===== src/rtl/cache_mem_arbiter.sv =====
// cache_mem_arbiter: two-way round-robin arbiter that shares one memory port
// between the I-cache refill path and the D-cache refill/writeback path.
module cache_mem_arbiter #(
  parameter int unsigned TIMEOUT = 255
) (
  input  logic        clk,
  input  logic        rst,
  input  logic        i_req,
  input  logic [63:0] i_addr,
  output logic [31:0] i_rdata,
  output logic        i_ok,
  input  logic        d_req,
  input  logic        d_we,
  input  logic [63:0] d_addr,
  input  logic [63:0] d_wdata,
  input  logic [7:0]  d_wstrb,
  output logic [63:0] d_rdata,
  output logic        d_ok,
  output logic        mem_req,
  output logic        mem_we,
  output logic [63:0] mem_addr,
  output logic [63:0] mem_wdata,
  output logic [7:0]  mem_wstrb,
  input  logic [63:0] mem_rdata,
  input  logic        mem_ack,
  output logic        bus_err
);

  // state   | meaning
  // IDLE    | no owner; requests are evaluated
  // GRANT_I | I-cache transaction on the memory port
  // GRANT_D | D-cache transaction on the memory port
  // RESP    | ok pulse to the owner; requests are not evaluated
  typedef enum logic [1:0] {IDLE, GRANT_I, GRANT_D, RESP} state_t;

  localparam logic [8:0] TIMEOUT_CNT = 9'(TIMEOUT);
  localparam logic       OWNER_I     = 1'b0;
  localparam logic       OWNER_D     = 1'b1;

  state_t      state_q, state_d;
  logic        last_grant_q, last_grant_d;
  logic [63:0] addr_q, addr_d;
  logic        we_q, we_d;
  logic [63:0] wdata_q, wdata_d;
  logic [7:0]  wstrb_q, wstrb_d;
  logic [8:0]  cnt_q, cnt_d;
  logic [63:0] resp_q, resp_d;
  logic        err_q, err_d;

  always_ff @(posedge clk or negedge rst) begin
    if (!rst) begin
      state_q      <= IDLE;
      last_grant_q <= OWNER_D;
      addr_q       <= '0;
      we_q         <= 1'b0;
      wdata_q      <= '0;
      wstrb_q      <= '0;
      cnt_q        <= '0;
      resp_q       <= '0;
      err_q        <= 1'b0;
    end else begin
      state_q      <= state_d;
      last_grant_q <= last_grant_d;
      addr_q       <= addr_d;
      we_q         <= we_d;
      wdata_q      <= wdata_d;
      wstrb_q      <= wstrb_d;
      cnt_q        <= cnt_d;
      resp_q       <= resp_d;
      err_q        <= err_d;
    end
  end

  always_comb begin
    state_d      = state_q;
    last_grant_d = last_grant_q;
    addr_d       = addr_q;
    we_d         = we_q;
    wdata_d      = wdata_q;
    wstrb_d      = wstrb_q;
    cnt_d        = cnt_q;
    resp_d       = resp_q;
    err_d        = err_q;
    unique case (state_q)
      IDLE: begin
        // On a tie the requester that did not win last time is served.
        if (i_req && (!d_req || last_grant_q == OWNER_D)) begin
          state_d      = GRANT_I;
          last_grant_d = OWNER_I;
          addr_d       = i_addr;
          we_d         = 1'b0;
          wdata_d      = '0;
          wstrb_d      = '0;
          cnt_d        = '0;
          err_d        = 1'b0;
        end else if (d_req) begin
          state_d      = GRANT_D;
          last_grant_d = OWNER_D;
          addr_d       = d_addr;
          we_d         = d_we;
          wdata_d      = d_wdata;
          wstrb_d      = d_wstrb;
          cnt_d        = '0;
          err_d        = 1'b0;
        end
      end
      GRANT_I, GRANT_D: begin
        if (mem_ack) begin
          resp_d  = mem_rdata;
          state_d = RESP;
        end else if (cnt_q == TIMEOUT_CNT) begin
          resp_d  = '0;
          err_d   = 1'b1;
          state_d = RESP;
        end else begin
          cnt_d = cnt_q + 9'd1;
        end
      end
      RESP:    state_d = IDLE;
      default: state_d = IDLE;
    endcase
  end

  // Outputs depend only on state and latched registers, never on live inputs.
  assign mem_req   = (state_q == GRANT_I) || (state_q == GRANT_D);
  assign mem_we    = mem_req && we_q;
  assign mem_addr  = addr_q;
  assign mem_wdata = wdata_q;
  assign mem_wstrb = wstrb_q;

  assign i_ok    = (state_q == RESP) && (last_grant_q == OWNER_I);
  assign d_ok    = (state_q == RESP) && (last_grant_q == OWNER_D);
  assign bus_err = (state_q == RESP) && err_q;
  assign i_rdata = i_ok ? (addr_q[2] ? resp_q[63:32] : resp_q[31:0]) : '0;
  assign d_rdata = d_ok ? resp_q : '0;

endmodule

===== config.mk =====
export PLATFORM = sky130hd
export DESIGN_NAME = cache_mem_arbiter
export DESIGN_NICKNAME = d
export VERILOG_FILES = /design/src/rtl/cache_mem_arbiter.sv
export SDC_FILE = /design/constraint.sdc
export NUM_CORES = 1
export LEC_CHECK = 0
export CORE_AREA = 2 2 198 200
export CTS_BUF_LIST = sky130_fd_sc_hd__clkbuf_4 sky130_fd_sc_hd__clkbuf_8 sky130_fd_sc_hd__clkbuf_16
export CTS_CLUSTER_SIZE = 20
export DETAILED_ROUTE_END_ITERATION = 16
export DIE_AREA = 0 0 200 202
export HOLD_SLACK_MARGIN = 0.05
export PLACE_DENSITY_LB_ADDON = 0.2
export SKIP_LAST_GASP = 1
export SLEW_MARGIN = 20
export SYNTH_ARGS = -nofsm -noshare
export SYNTH_HDL_FRONTEND = slang
export SYNTH_SLANG_ARGS = --single-unit

===== constraint.sdc =====
create_clock -name clk -period 4.2 [get_ports clk]
set_clock_uncertainty 0.15 [all_clocks]
set_input_delay 1.05 -clock clk [delete_from_list [all_inputs] [get_ports clk]]
set_output_delay 1.05 -clock clk [all_outputs]
set_load 0.01 [all_outputs]

==> flow_summary.toml <==
[floorplanning]
start_util = 0.246
die-area_sq_um = 40400
fp.coreArea_sq_um = 38300
die_h_microns = 202
rows = 72
io_pins = 507
die_w_microns = 200

[placement]
port_buffers = 506
gp_congestion = 0.784
placed_area_sq_um = 15100
hpwlAfterDp_microns = 26300

[setup_path]
rr_worst_depth = 6
cp_max_fo = 65
r2r-start = "state_q[0]"
crit_family = "buffers and inverters"
critPathMaxStageDelay_ns = 0.58
endpoint_kind = "output port"
crit_slowest_cell = "clkdlybuf4s50_1"
start_kind = "flop"
r2r_slack_ns = 1.56
cp.arrival_ns = 2.53
cp_cell_sequence = "buf_4 -> and3_1 -> clkdlybuf4s50_1"
worst-path-buf-inv = 2
rr_endpoint = "cnt_q[7]"
critPathRequiredTime_ns = 3.00
critPathKind = "flop to output port"

[detailed_routing]
wl_per_cell_microns = 19.8
wirelength_microns = 36400
viasPerCell = 4.58
drc_errors = 0
drtIter0Drc = 273
dr.pass1.iters = 5
ant_nets = 0
vias = 8448

[grt]
grt_pass1_wl_microns = 53700
antenna_found_initial = 2
grt_pass1_vias = 8674
grt_max_degree = 110
grtUsageTotal = 0.173
grt-ovfl-total = 0

[run_status]
status = "complete, no violations"

[sta]
hold_viol_final = 0
fin_crit_sh = 0.889
setup_viol = 0
worstMarginPinSlew_ns = 0.780
rsz0062_at_grt = "no"
finalMaxSlewViolations = 0
relSlewSlack = 0.480
min_period_ns = 3.73
fin_setup_tns_ns = 0
max_freq_mhz = 268

[pwr]
power_w = 0.0110
max-vdd-ir-drop_v = 0.000299
p_per_area_nw_per_um2 = 687
leakagePower_nw = 7.07

[clock_tree]
cts-hold-fix-buffers = 0
cts_buffers = 27
cts_resized = 0
cts_tree = "yes"
clk_pin_slew_ns = 0.06
htreeDepth = 1
cts_num_sinks = 214
clock_latency_ns = 0.54
cts_buffer_depth = 3
cts_setup_buffers = 0
clockRootBuffer = "clkbuf_16"

[layout]
syn_to_final_growth_pct = 69.7
postLayoutCellArea_sq_um = 16000
drive_gt1_frac = 0.0603
final_common_cell = "clkdlybuf4s50_1"
nets = 1583
finish.utilization = 0.418
final_cell_mix = "clkdlybuf4s50_1 (505), dfrtp_1 (212), a22o_1 (138)"

[yosys]
synth_area_sq_um = 9430
synth_nets = 1103
synth_mux_area_frac = 0.104
avgSynthCellArea_sq_um = 11.4
synth_top_family_by_area = "compound AO/OA/AOI/OAI gates"
ys_seq_area_frac = 0.568
yosysWarnings = 0
synth.distinct_cells = 36
synth_edf_count = 0
ys.flop_type = "dfrtp_1"
synthXorXnorAreaFrac = 0
synthAdderAreaFrac = 0.00663
synth_compound_area_frac = 0.177
synthArstFlopShare = 1.00
netlist_instances = 828
synthSimpleGateAreaFrac = 0.106
ys_seq_elements = 214

[worst_hold_path]
holdPathStages = 2
hp-start = "mem_addr[43]"
min_to = "mem_addr[43]"
min_path_type = "flop to flop"

[flow_run]
maxCapViolCount = 0
## area by class of cell
type	count	area (sq um)
fill	3760	22300
sequential	214	5360
timing repair buffer	527	5300
multi-input combinational	529	3760
clock buffer	40	811
tap	518	648
clock inverter	7	88.8
inverter	9	33.8
antenna	1	2.50
## worst max-delay path by stage
stage,start,end,slack (ns),cells past startpoint
6_report,last_grant_q,d_rdata[25],0.47,3
5_1_grt,last_grant_q,d_rdata[25],0.35,3
4_1_cts,last_grant_q,d_rdata[25],0.44,3
3_5_place_dp,i_req,mem_addr[29],0.87,6
3_3_place_gp,i_req,mem_addr[1],0.94,6
2_1_floorplan,state_q[0],mem_we,1.67,5
## cells in the mapped netlist (2+ instances only)
library cell  instances  area [sq um]
a211o_1               2          17.5
or4_1                 3          22.5
dfrtp_1             213          5330
and3_1               65           407
and2_1                5          31.3
ha_1                  5          62.6
a21oi_1               4          20.0
buf_1                 4          15.0
buf_2                14          70.1
o21ai_1               2          10.0
inv_1                 9          33.8
nor3_1                3          15.0
buf_4                 5          37.5
clkbuf_1             52           195
nand3_1               6          30.0
or4b_1                2          20.0
o211ai_2              2          25.0
nand4b_1              2          17.5
a22o_1              138          1210
o21ai_0              68           340
nand2_1              77           289
nor2_1               36           135
mux2i_1              98           981
## routing by layer
metal	track usage	share of wire
met2	0.289	0.47
met3	0.0646	0.099
met1	0.207	0.40
met4	0.0495	0.028
met5	0	0.00069
## flip-flops by register name, indices dropped and copies added, names as in the netlist, 2 cells and up
| register | flops |
|---|---|
| cnt_q | 9 |
| mem_addr | 64 |
| mem_wdata | 64 |
| mem_wstrb | 8 |
| resp_q | 64 |
| state_q | 2 |
## tightest hold or removal path: cells and delay by family (launching register included)
| family | cells | cell delay (ns) |
|---|---|---|
| DFF | 1 | 0.34 |
| AOI/OAI and AO/OA | 1 | 0.06 |
| and+or+nand+nor | 1 | 0.04 |
## metrics by stage
stage	setup WS (ns)	hold WS, ns	instances
CTS	0.441	0.332	1844
floorplan	1.67	0.302	828
detailed placement	0.874	0.319	1797
finish	0.467	0.325	1845
global placement	0.940	0.310	1797
global route	0.353	0.355	1844
## power breakdown
part	total (W)	switching (W)	leakage, nW	internal, W
sequential	0.00361	0.000636	2.70	0.00298
clock	0.00235	0.000907	0.457	0.00145
combinational	0.00502	0.00243	3.92	0.00260
## cells by family after synthesis
| group | Yosys count |
|---|---|
| buffers and inverters | 85 |
| AOI/OAI and AO/OA | 222 |
| muxes | 98 |
| adders and majority gates | 5 |
| and+or+nand+nor | 204 |
| DFF | 214 |
(Power assumes the default switching activity.)
